<file path="config.mk">
export PLATFORM = sky130hd
export DESIGN_NAME = hazard_ctrl
export DESIGN_NICKNAME = d
export VERILOG_FILES = /design/src/rtl/hazard_ctrl.sv
export SDC_FILE = /design/constraint.sdc
export NUM_CORES = 1
export LEC_CHECK = 0
export ABC_AREA = 1
export BUFFER_PORTS_ARGS = -buffer_cell sky130_fd_sc_hd__clkbuf_2
export CORE_MARGIN = 10
export CORE_UTILIZATION = 35
export CTS_CLUSTER_DIAMETER = 60
export DETAILED_ROUTE_END_ITERATION = 6
export GPL_TIMING_DRIVEN = 1
export REMOVE_ABC_BUFFERS = 1
export SLEW_MARGIN = 20
export SYNTH_ARGS = -nofsm -noshare
export SYNTH_HDL_FRONTEND = slang
export SYNTH_SLANG_ARGS = --single-unit
</file>
<file path="constraint.sdc">
create_clock -name clk_i -period 3.46 [get_ports clk_i]
set_input_delay 0.173 -clock clk_i [delete_from_list [all_inputs] [get_ports clk_i]]
set_output_delay 0.173 -clock clk_i [all_outputs]
set_load 0.03 [all_outputs]
</file>
<file path="src/rtl/hazard_ctrl.sv">
// ---------------------------------------------------------------------------
// hazard_ctrl
//   Pipeline sequencing controller for the 5-stage RV32I core. Produces the
//   PC / pipeline-register write enables, bubble flushes and the redirect
//   select. It handles:
//     - load-use bubbles,
//     - branch/jump mispredict recovery, including the wrong-path word that
//       the synchronous IMEM returns one cycle after the redirect,
//     - data-memory busy freezes.
//   It also keeps saturating performance counters for predictor evaluation.
//
// Ports
//   clk_i, rst_i        clock; synchronous active-high reset
//   id_*                Decode-stage instruction info (valid, sources, usage)
//   ex_*                Execute-stage info (valid, load, rd, branch, mispredict)
//   mem_busy_i          data memory not ready; the whole pipeline holds
//   clr_cnt_i           synchronous clear of the performance counters
//   pc_we_o, pc_sel_o   PC load enable; 1 selects the resolved target
//   ifid_we_o/_flush_o  IF/ID load enable / load bubble (flush wins)
//   idex_we_o/_flush_o  ID/EX (and later) load enable / load bubble
//   *_cnt_o             branch, redirect and load-use stall counters
// ---------------------------------------------------------------------------
module hazard_ctrl #(
   parameter int CNT_W = 32
) (
   input  logic             clk_i,
   input  logic             rst_i,
   input  logic             id_valid_i,
   input  logic [4:0]       id_rs1_i,
   input  logic [4:0]       id_rs2_i,
   input  logic             id_uses_rs1_i,
   input  logic             id_uses_rs2_i,
   input  logic             ex_valid_i,
   input  logic             ex_memread_i,
   input  logic [4:0]       ex_rd_i,
   input  logic             ex_is_branch_i,
   input  logic             ex_mispredict_i,
   input  logic             mem_busy_i,
   input  logic             clr_cnt_i,
   output logic             pc_we_o,
   output logic             pc_sel_o,
   output logic             ifid_we_o,
   output logic             ifid_flush_o,
   output logic             idex_we_o,
   output logic             idex_flush_o,
   output logic [CNT_W-1:0] branch_cnt_o,
   output logic [CNT_W-1:0] mispredict_cnt_o,
   output logic [CNT_W-1:0] stall_cnt_o
);

   typedef enum logic [0:0] {
      RUN  = 1'b0,
      KILL = 1'b1
   } state_t;

   state_t           state_r;
   logic             busy_s;
   logic             redirect_s;
   logic             rs1_hit_s;
   logic             rs2_hit_s;
   logic             lu_hazard_s;
   logic             branch_ev_s;
   logic             stall_ev_s;
   logic [CNT_W-1:0] branch_cnt_r;
   logic [CNT_W-1:0] mispredict_cnt_r;
   logic [CNT_W-1:0] stall_cnt_r;

   // Increment that sticks at all-ones instead of wrapping.
   function automatic logic [CNT_W-1:0] sat_inc(input logic [CNT_W-1:0] v);
      if (&v) begin
         return v;
      end else begin
         return v + {{(CNT_W-1){1'b0}}, 1'b1};
      end
   endfunction

   // Hazard and event decode from the current stage contents.
   always_comb begin
      busy_s      = mem_busy_i;
      // Execute is held stable while busy, so a mispredict waits for the
      // first non-busy cycle.
      redirect_s  = ex_valid_i & ex_mispredict_i & ~busy_s;
      // Writes to x0 never create a dependency.
      rs1_hit_s   = id_uses_rs1_i & (id_rs1_i == ex_rd_i);
      rs2_hit_s   = id_uses_rs2_i & (id_rs2_i == ex_rd_i);
      lu_hazard_s = ex_valid_i & ex_memread_i & (ex_rd_i != 5'd0) &
                    id_valid_i & (rs1_hit_s | rs2_hit_s);
      branch_ev_s = ex_valid_i & ex_is_branch_i & ~busy_s;
      // In KILL, Decode holds the wrong-path bubble, so no stall is taken.
      stall_ev_s  = (state_r == RUN) & lu_hazard_s & ~busy_s & ~redirect_s;
   end

   // Control outputs: reset > busy > redirect > KILL > load-use > default.
   always_comb begin
      pc_we_o      = 1'b1;
      pc_sel_o     = 1'b0;
      ifid_we_o    = 1'b1;
      ifid_flush_o = 1'b0;
      idex_we_o    = 1'b1;
      idex_flush_o = 1'b0;
      if (rst_i) begin
         pc_we_o      = 1'b0;
         ifid_we_o    = 1'b0;
         idex_we_o    = 1'b0;
         ifid_flush_o = 1'b1;
         idex_flush_o = 1'b1;
      end else if (busy_s) begin
         pc_we_o   = 1'b0;
         ifid_we_o = 1'b0;
         idex_we_o = 1'b0;
      end else if (redirect_s) begin
         pc_sel_o     = 1'b1;
         ifid_flush_o = 1'b1;
         idex_flush_o = 1'b1;
      end else begin
         case (state_r)
            KILL: begin
               // Discard the wrong-path word IMEM returns after the redirect.
               ifid_flush_o = 1'b1;
            end
            RUN: begin
               if (lu_hazard_s) begin
                  pc_we_o      = 1'b0;
                  ifid_we_o    = 1'b0;
                  idex_flush_o = 1'b1;
               end else begin
                  pc_we_o = 1'b1;
               end
            end
            default: begin
               ifid_flush_o = 1'b1;
            end
         endcase
      end
   end

   // Sequencing state and saturating performance counters.
   always_ff @(posedge clk_i) begin
      if (rst_i) begin
         state_r          <= RUN;
         branch_cnt_r     <= {CNT_W{1'b0}};
         mispredict_cnt_r <= {CNT_W{1'b0}};
         stall_cnt_r      <= {CNT_W{1'b0}};
      end else begin
         case (state_r)
            RUN, KILL: begin
               if (busy_s) begin
                  state_r <= state_r;
               end else if (redirect_s) begin
                  state_r <= KILL;
               end else begin
                  state_r <= RUN;
               end
            end
            default: state_r <= RUN;
         endcase

         if (clr_cnt_i) begin
            branch_cnt_r     <= {CNT_W{1'b0}};
            mispredict_cnt_r <= {CNT_W{1'b0}};
            stall_cnt_r      <= {CNT_W{1'b0}};
         end else begin
            if (branch_ev_s) begin
               branch_cnt_r <= sat_inc(branch_cnt_r);
            end
            if (redirect_s) begin
               mispredict_cnt_r <= sat_inc(mispredict_cnt_r);
            end
            if (stall_ev_s) begin
               stall_cnt_r <= sat_inc(stall_cnt_r);
            end
         end
      end
   end

   assign branch_cnt_o     = branch_cnt_r;
   assign mispredict_cnt_o = mispredict_cnt_r;
   assign stall_cnt_o      = stall_cnt_r;

endmodule

</file>
==> reports/qor.csv, run 1 <==
metric,value,unit
cts_buffers,9,
drc_errors,0,
cap_violations,0,
relSlewSlack,58.6,%
critPathSlowestCell,dfxtp_1,
start_util,35.4,%
p_per_area,312,nW/um2
dpl.hpwl,13100,um
internal-power,1.69,mW
synthToLayoutAreaGrowth,17.1,%
drtAntennaViolNets,0,
ctsResizeCount,0,
cts_max_level,3,
grt-ovfl-total,0,
comb_power_share,5.2,%
vias_per_cell,4.74,
dpl-instance-area,6810,um2
critPathMaxFanout,34,
critical_path_required,3.71,ns
ys_types,37,
cts.sinks,97,
vias,6293,
grtUsageTotal,15.1,%
cpPeakStageDelay,0.40,ns
setup_ws,1.20,ns
die_w,152,um
drive_gt1_share,16.7,%
filler_cell_count,1902,
timing.fmax,0.443,GHz
wire_per_inst,13.1,um
ys_seq_area_share,32.1,%
pre_cts_ws,1.22,ns
final_area,7100,um2
synth_flop_cell,dfxtp_1,
grt_antenna_before_repair,0,
finalHoldViolations,0,
final-setup-viol-count,0,
synth-seq-cells,97,
antennaDiodeCount,0,
postRouteWirelength,17400,um
rsz0062_at_grt,false,
syn_area_per_cell,6.17,um2
p_sw_share,23.4,%
clk_path_buf_depth,2,
grt_pass1_wl,28600,um
drt_iter0_markers,343,
hp-class,in -> reg,
port_buffers,127,
status,finished clean,
peakVddDrop,0.210,mV
root_buffer,clkbuf_16,
p_switching,0.519,mW
grt_pass1_vias,5833,
postSynthCellCount,982,
finClkSkew,0.00673,ns
r2r_setup_slack,1.20,ns
stdcell_count,1328,
dr.pass1.iters,5,
worstPathCellList,ha_1 -> inv_1 -> nor2_2 -> nand2_2 -> nor2_4 -> nand3_2 -> nand2_4 -> inv_2 -> nand2_1 -> nand2_1 -> nand2_1 -> nor2_1,
cts_setup_buffers,0,
finalNetCount,1128,
critical_path.most_common_cell,nand2_1,
power_frac_clock,44.3,%
io_pins,128,
p_leak,2.84,nW
slew_violations,0,
core,17100,um2
clock_latency,0.34,ns
cp-start-kind,flip-flop,
cts_tree,done,
grt_max_degree,54,
fin_crit,2.26,ns
dp.cells,1313,
max_slew.worst_pin.slew,0.621,ns
std_cell_rows,48,
ys_async_sr_fraction,0,%
final_util,41.5,%
ys_warn_count,0,
synth_edf_count,0,
syn-cell-area,6060,um2
hold_buffers,0,
die_h,152,um
die_area,23000,um2
critPathCaptureType,flip-flop,
critPathKind,reg -> reg,
cp.arrival,2.50,ns
clk_pin_slew_worst_paths,0.07,ns
seq_power_share,50.6,%
routabilityCongestion,0.850,
fin_crit_sh,65.2,%
==> cell type report <==
cell class                 count  area [um2]  share of cell area (%)
inverter                     102         383                    5.40
multi-input combinational    760        3560                    50.1
sequential                    97        1940                    27.4
clock buffer                  13         270                    3.81
clock inverter                 2        12.5                   0.176
timing repair buffer         129         651                    9.17
tap                          225         282                    3.97
==> cells by family after synthesis <==
logic type | Yosys count | synth area share, %
AO/OA/AOI/OAI | 74 | 6.28
XOR/XNOR | 37 | 5.35
adder cells (fa/ha/maj) | 3 | 0.620
flip-flops | 97 | 32.1
buffers and inverters | 125 | 9.38
AND/OR/NAND/NOR | 646 | 46.3
==> synth_stat cells, types with 5 or more instances <==
cell	count	area, um2
buf_6	11	124
nor2_1	191	717
nor2_2	6	37.5
nand3_1	54	270
xnor2_1	14	123
nand2_2	6	37.5
xor2_1	23	201
nand4_1	16	100
nor2_4	5	56.3
nor3_1	27	135
o21ai_0	16	80.1
dfxtp_1	97	1940
inv_1	97	364
a21oi_1	53	265
clkbuf_1	5	18.8
nor3_2	5	50.1
nand3_2	6	60.1
nand2_1	314	1180
==> power groups by stage <==
stage          Clock, mW  Sequential (mW)  Combinational (mW)
3_3_place_gp           0             1.14               0.115
3_5_place_dp           0             1.14               0.116
2_1_floorplan          0             1.15              0.0687
5_1_grt             1.06             1.12               0.130
6_report           0.979             1.12               0.114
4_1_cts             1.01             1.12               0.116
==> worst max-delay path, delay by kind of cell (launching register included) <==
kind,cells,cell delay (ns)
buffers and inverters,2,0.38
adder cells (fa/ha/maj),1,0.19
flip-flops,1,0.40
AND/OR/NAND/NOR,9,1.18
==> layout by cell type, fill, tap and decap left out, types with 4 or more instances in the layout <==
master	synthesis	layout
nand3_2	6	6
nor2_1	191	190
xnor2_1	14	14
nand4_1	16	16
nor3_1	27	27
clkbuf_16	0	9
dfxtp_1	97	97
o21ai_0	16	16
nand3b_1	4	4
a21oi_1	53	53
inv_1	97	97
nand2_1	314	314
inv_2	4	4
nor3_2	5	5
nor2_4	5	6
nand3_1	54	54
nand2_2	6	6
xor2_1	23	23
clkbuf_2	0	127
nor2_2	6	6
==> per-layer routing <==
| layer | global-route usage, % | wire [um] |
|---|---|---|
| met1 | 19.3 | 8120 |
| met3 | 3.42 | 1090 |
| met2 | 24.6 | 8010 |
| met4 | 4.86 | 230 |
| met5 | 0 | 0 |
==> worst paths after layout <==
path / start / depth (start not counted) / end
worst max-delay path: mispredict_cnt_o[1] / 12 / mispredict_cnt_o[16]
worst min-delay path: rst_i / 2 / state_r
worst max register to register: mispredict_cnt_o[1] / 12 / mispredict_cnt_o[16]
worst min register to register: state_r / 2 / state_r
==> registers in the layout (all words and copies together), names as in the netlist <==
signal            count
state_r               1
mispredict_cnt_o     32
branch_cnt_o         32
stall_cnt_o          32
==> stage by stage <==
stage	hold WS (ns)	setup TNS, ns	total power [mW]
5_1_grt	0.108	0	2.31
3_5_place_dp	0.440	0	1.26
2_1_floorplan	0.242	-1.91	1.22
4_1_cts	0.0690	0	2.25
3_3_place_gp	0.432	0	1.26
6_report	0.0816	0	2.21
(Power assumes the default switching activity.)
==> run 2: changes to the inputs <==
--- a/config.mk
+++ b/config.mk
@@ -5,7 +5,7 @@
 export SDC_FILE = /design/constraint.sdc
 export NUM_CORES = 1
 export LEC_CHECK = 0
-export ABC_AREA = 1
+export ABC_AREA = 0
 export BUFFER_PORTS_ARGS = -buffer_cell sky130_fd_sc_hd__clkbuf_2
 export CORE_MARGIN = 10
 export CORE_UTILIZATION = 35
==> constraint.sdc (replaced) <==
create_clock -name clk_i -period 1.88 [get_ports clk_i]
set_input_delay 0.094 -clock clk_i [delete_from_list [all_inputs] [get_ports clk_i]]
set_output_delay 0.094 -clock clk_i [all_outputs]
set_load 0.03 [all_outputs]
==> reports/qor.csv, run 2 <==
metric,value,unit,change
status,"complete, but fails checks",,
violations,negative setup slack,,
critPathSlowestCell,or4_4,,
vias,5380,,-15%
stdcell_count,1049,,-21%
cts_tree,done,,
ys_seq_area_share,39.4,%,+7.4 points
drtAntennaViolNets,0,,unchanged
final-setup-viol-count,29,,+29
postRouteWirelength,16200,um,-7.3%
die_w,139,um,-8.6%
cap_violations,0,,unchanged
critPathMaxFanout,5,,-85%
cp.arrival,2.45,ns,-0.05 ns
finalNetCount,893,,-21%
hp-class,in -> reg,,
syn_area_per_cell,8.29,um2,+34%
p_per_area,533,nW/um2,+71%
r2r_setup_slack,-0.35,ns,-1.55 ns
r2r_end,stall_cnt_o[8],,
fin_crit_sh,118,%,+53 points
io_pins,128,,unchanged
core,13800,um2,-19%
layout_commonest_cell,buf_4,,
seq_power_share,51.4,%,+0.8 points
synthToLayoutAreaGrowth,52.4,%,
root_buffer,clkbuf_16,,
die_h,139,um,-8.6%
slew_violations,0,,unchanged
cts_buffers,9,,unchanged
wire_per_inst,15.4,um,+17%
dpl-instance-area,6790,um2,-0.28%
relSlewSlack,68.5,%,+9.9 points
p_switching,0.935,mW,+80%
syn-cell-area,4920,um2,-19%
grtUsageTotal,15.9,%,+0.78 points
finalHoldViolations,0,,unchanged
p_sw_share,23.4,%,-0.078 points
critPathCaptureType,flip-flop,,
rsz0062_at_grt,true,,
synth.area.top_cells,"dfxtp_1, xnor2_1, nor2_1, nand4_1, xor2_1",,
dr.pass1.iters,4,,-1
synth_top_area_share,39.4,%,+7.4 points
yosys-top-cells-count,"dfxtp_1, nor2_1, xnor2_1",,
timing.fmax,0.449,GHz,+1.4%
critPathKind,reg -> reg,,
grt_pass1_vias,5301,,-9.1%
ys_warn_count,0,,unchanged
ys_types,47,,+27%
rr_startpoint,stall_cnt_o[10],,
ys_async_sr_fraction,0,%,unchanged
setup_ws,-0.346,ns,-1.55 ns
synth_edf_count,0,,unchanged
peakVddDrop,0.366,mV,+74%
port_buffers,127,,unchanged
drc_errors,0,,unchanged
final_area,7500,um2,+5.7%
cp-start-kind,flip-flop,,
synth_area_leader_cell,dfxtp_1,,
start_util,35.6,%,+0.21 points
dp.cells,1021,,-22%
grt_max_degree,42,,-22%
grt_pass1_wl,26000,um,-9.1%
drt_iter0_markers,183,,-47%
clock_latency,0.35,ns,about the same
yosysMostFrequentCell,dfxtp_1,,
std_cell_rows,43,,-10%
hold_buffers,0,,unchanged
cpPeakStageDelay,0.56,ns,+0.16 ns
routabilityCongestion,0.879,,+3.4%
cts_max_level,3,,unchanged
layout_common_cells,"buf_4, clkbuf_2, nor2_1",,
hold_slack,0.0735,ns,-0.00810 ns
fin_crit,2.23,ns,-0.0303 ns
postSynthCellCount,594,,-40%
clk_pin_slew_worst_paths,0.07,ns,about the same
p_leak,2.99,nW,+5.4%
synth-seq-cells,97,,unchanged
critical_path_required,2.11,ns,-1.60 ns
grt-ovfl-total,0,,unchanged
finClkSkew,0.00613,ns,-0.000600 ns
dpl.hpwl,12200,um,-7.1%
die_area,19200,um2,-16%
comb_power_share,5.1,%,about the same
power_frac_clock,43.5,%,-0.8 points
clk_path_buf_depth,2,,unchanged
vias_per_cell,5.13,,+8.2%
max_slew.worst_pin.slew,0.468,ns,-0.153 ns
r2r_cells,7,,-5
cp-endpoint,stall_cnt_o[8],,
internal-power,3.07,mW,+81%
drive_gt1_share,43.5,%,+27 points
cts.sinks,97,,unchanged
grt_antenna_before_repair,0,,unchanged
worstPathCellList,nand4_1 -> or4_4 -> or4_4 -> buf_6 -> nand4_1 -> xnor2_1 -> nor2_1,,
worst_setup_path_startpoint,stall_cnt_o[10],,
antennaDiodeCount,0,,unchanged
synth_flop_cell,dfxtp_1,,
run 2: changes by cell type in the layout (fill, tap and decap cells not counted), sizes merged, moves of 13 or more:
cell,delta
nand2,-276
buf,+154
nor2,-116
inv,-86
xnor2,+38
a21oi,-31
nand3,-24
nand4,+20
or4,+19
or3,+15
nor4,+14
and3,+13
run 2: kinds of logic after synthesis:
family / Yosys count / share of synthesized area, %
xor gates and xnor gates: 74 / 13.2
DFF: 97 / 39.4
AOI/OAI and AO/OA: 60 / 8.74
adders and majority gates: 3 / 0.762
muxes: 2 / 0.407
buffers and inverters: 39 / 3.58
and+or+nand+nor: 319 / 33.9
run 2: cell type report:
cell class | count | area, um2
fill | 1263 | 6320
clock buffer | 11 | 243
clock inverter | 5 | 31.3
tap | 180 | 225
inverter | 15 | 56.3
timing repair buffer | 283 | 1880
multi-input combinational | 458 | 3090
sequential | 97 | 1970
run 2: how the worst min path moves through the flow:
stage	start	to	slack, ns	cells past startpoint
after detailed placement	rst_i	state_r	0.43	2
after global routing	rst_i	state_r	0.09	2
final	rst_i	state_r	0.07	2
after CTS	rst_i	state_r	0.06	2
after floorplan	rst_i	state_r	0.17	1
after global placement	rst_i	state_r	0.43	2
run 2: power by group through the flow:
stage	Combinational, mW	Clock [mW]	Sequential [mW]
after detailed placement	0.198	0	2.10
after global placement	0.194	0	2.10
after global routing	0.223	1.88	2.05
final	0.205	1.74	2.06
after CTS	0.203	1.79	2.06
after floorplan	0.0843	0	2.11
run 2: routing by layer:
metal  global-route usage (%)  share of wire, %
met4                     6.60               2.0
met1                     20.1                45
met5                        0                 0
met3                     3.46               5.2
met2                     25.6                47
run 2: metrics by stage:
stage / TNS, ns / power [mW] / util, % / setup slack (ns)
after floorplan: -47.90 / 2.19 / - / -0.992
final: -8.09 / 4.00 / 54.3 / -0.346
after CTS: -7.87 / 4.05 / 51.8 / -0.345
after global placement: -7.67 / 2.30 / 49.1 / -0.325
after detailed placement: -9.08 / 2.30 / 49.1 / -0.368
after global routing: -11.18 / 4.15 / 54.3 / -0.476
run 2: critical path: cells and delay by family (launching register included):
family | cells | cell delay, ns
buffers and inverters | 1 | 0.14
XOR/XNOR | 1 | 0.16
AND/OR/NAND/NOR | 5 | 1.48
flip-flops | 1 | 0.33
run 2: repair_timing:
action / 4_1_cts / 5_1_grt
pin swaps: 5 / 30
buffers inserted: 3 / 9
hold endpoints to repair: 0 / 0
resized for setup: 17 / 64
setup endpoints to repair: 44 / 84
==> run 3: changes to the inputs <==
--- a/config.mk
+++ b/config.mk
@@ -13,6 +13,7 @@
 export DETAILED_ROUTE_END_ITERATION = 6
 export GPL_TIMING_DRIVEN = 1
 export REMOVE_ABC_BUFFERS = 1
+export SETUP_SLACK_MARGIN = 0.3
 export SLEW_MARGIN = 20
 export SYNTH_ARGS = -nofsm -noshare
 export SYNTH_HDL_FRONTEND = slang
==> reports/qor.csv, run 3 (synthesis results as in run 2) <==
metric,value,unit,change
critical_path_required,2.11,ns,about the same
antennaDiodeCount,0,,unchanged
max_slew.worst_pin.slew,0.420,ns,-0.0476 ns
drt_iter0_markers,273,,+49%
die_area,19200,um2,unchanged
fin_crit_sh,118,%,about the same
p_per_area,469,nW/um2,-12%
critPathKind,reg -> reg,,
vias_per_cell,5.29,,+3.1%
drive_gt1_share,55.5,%,+12 points
p_leak,3.38,nW,+13%
layout_commonest_cell,buf_4,,
root_buffer,clkbuf_16,,
regArea,2010,um2,+2.0%
dpl-instance-area,6790,um2,unchanged
io_pins,128,,unchanged
drtAntennaViolNets,0,,unchanged
cts_tree,done,,
relSlewSlack,71.9,%,+3.4 points
timing.fmax,0.449,GHz,about the same
hold_buffers,0,,unchanged
final_area,8630,um2,+15%
peakVddDrop,0.372,mV,+1.7%
fin_crit,2.23,ns,+0.000961 ns
grt_max_degree,42,,unchanged
postRouteWirelength,18200,um,+12%
multi_input_area,3770,um2,+22%
setup_ws,-0.347,ns,-0.000961 ns
grt-ovfl-total,0,,unchanged
port_buffers,127,,unchanged
grt_pass1_vias,5683,,+7.2%
cap_violations,0,,unchanged
layout_common_cells,"buf_4, clkbuf_2, nor2_1",,
cts_max_level,3,,unchanged
dpl.hpwl,12200,um,unchanged
final-setup-viol-count,35,,+21%
std_cell_rows,43,,unchanged
finalNetCount,923,,+3.4%
start_util,35.6,%,unchanged
slew_violations,0,,unchanged
wire_per_inst,16.8,um,+9.1%
hold_end,stall_cnt_o[21],,
top_layer_used,met4,,
drc_errors,0,,unchanged
dr.pass1.iters,4,,unchanged
grt_antenna_before_repair,0,,unchanged
rr_startpoint,stall_cnt_o[10],,
filler_cell_count,1116,,-12%
die_h,139,um,unchanged
core,13800,um2,unchanged
violations,negative setup slack,,
cts_buffers,9,,unchanged
critPathMaxFanout,5,,unchanged
die_w,139,um,unchanged
vias,5708,,+6.1%
wl_met3,969,um,+15%
r2r_end,stall_cnt_o[8],,
clock_latency,0.35,ns,about the same
routabilityCongestion,0.879,,unchanged
finalHoldViolations,0,,unchanged
clk_path_buf_depth,2,,unchanged
r2r_cells,7,,unchanged
pre_cts_ws,-0.368,ns,unchanged
cts.sinks,97,,unchanged
status,"complete, but fails checks",,
r2r_setup_slack,-0.35,ns,about the same
hold_depth,3,,+1
m1WireLength,7720,um,+5.3%
hp-start,clr_cnt_i,,
clk_pin_slew_worst_paths,0.07,ns,about the same
finClkSkew,0.00588,ns,-0.000243 ns
rsz0062_at_grt,true,,
cp.arrival,2.46,ns,about the same
wl_met2,9020,um,+18%
grtUsageTotal,17.4,%,+1.5 points
p_total,4.05,mW,+1.2%
grt_pass1_wl,28400,um,+9.1%
cp-start-kind,flip-flop,,
hp-class,in -> reg,,
synthToLayoutAreaGrowth,75.3,%,
critPathCaptureType,flip-flop,,
## run 3: timing repair
action,in CTS,in global routing
buffers inserted,19,22
cloned,1,0
endpoints found under the setup margin,98,99
resized for setup,182,94
pin swaps,89,72
## run 3: worst max-delay path by stage
stage,from,end,slack (ns),cells after the start
after floorplan,mispredict_cnt_o[20],mispredict_cnt_o[1],-0.99,6
after global placement,stall_cnt_o[11],stall_cnt_o[28],-0.32,7
after detailed placement,stall_cnt_o[11],stall_cnt_o[8],-0.37,7
after CTS,stall_cnt_o[8],stall_cnt_o[8],-0.34,7
after global routing,stall_cnt_o[11],stall_cnt_o[8],-0.48,7
final,stall_cnt_o[10],stall_cnt_o[8],-0.35,7
## run 3: per-layer routing
layer,vias to the layer above,GRT usage (%)
met1,2773,21.1
met5,-,0
met3,32,3.73
li1,2729,-
met4,0,7.16
met2,174,29.1
## run 3: through the flow
| stage | std cells | hold slack, ns | TNS (ns) | utilization, % |
|---|---|---|---|---|
| after floorplan | 570 | 0.166 | -47.90 | - |
| after global placement | 1021 | 0.425 | -7.67 | 49.1 |
| after detailed placement | 1021 | 0.431 | -9.08 | 49.1 |
| after CTS | 1057 | 0.0636 | -7.91 | 58.3 |
| after global routing | 1079 | 0.0881 | -12.62 | 62.4 |
| final | 1079 | 0.0733 | -8.36 | 62.4 |
## run 3: critical path, cell delays in order (launching register included)
cell     delay [ns]
dfxtp_2        0.33
nand4_1        0.13
or4_4          0.56
or4_4          0.56
buf_6          0.14
nand4_1        0.16
xnor2_1        0.16
nor2_1         0.06
## run 3: final cells by class
cell class / count / area share (%)
inverter: 15 / 0.652
clock buffer: 11 / 2.81
tap: 180 / 2.61
timing repair buffer: 313 / 26.7
sequential: 97 / 23.3
clock inverter: 5 / 0.362
multi-input combinational: 458 / 43.6
## run 3: power breakdown
part | leakage (nW) | switching, mW | internal (mW) | total [mW]
clock network | 0.135 | 0.830 | 0.930 | 1.76
logic | 2.44 | 0.135 | 0.104 | 0.240
registers | 0.804 | 0.00191 | 2.05 | 2.05
total | 3.38 | 0.967 | 3.08 | 4.05
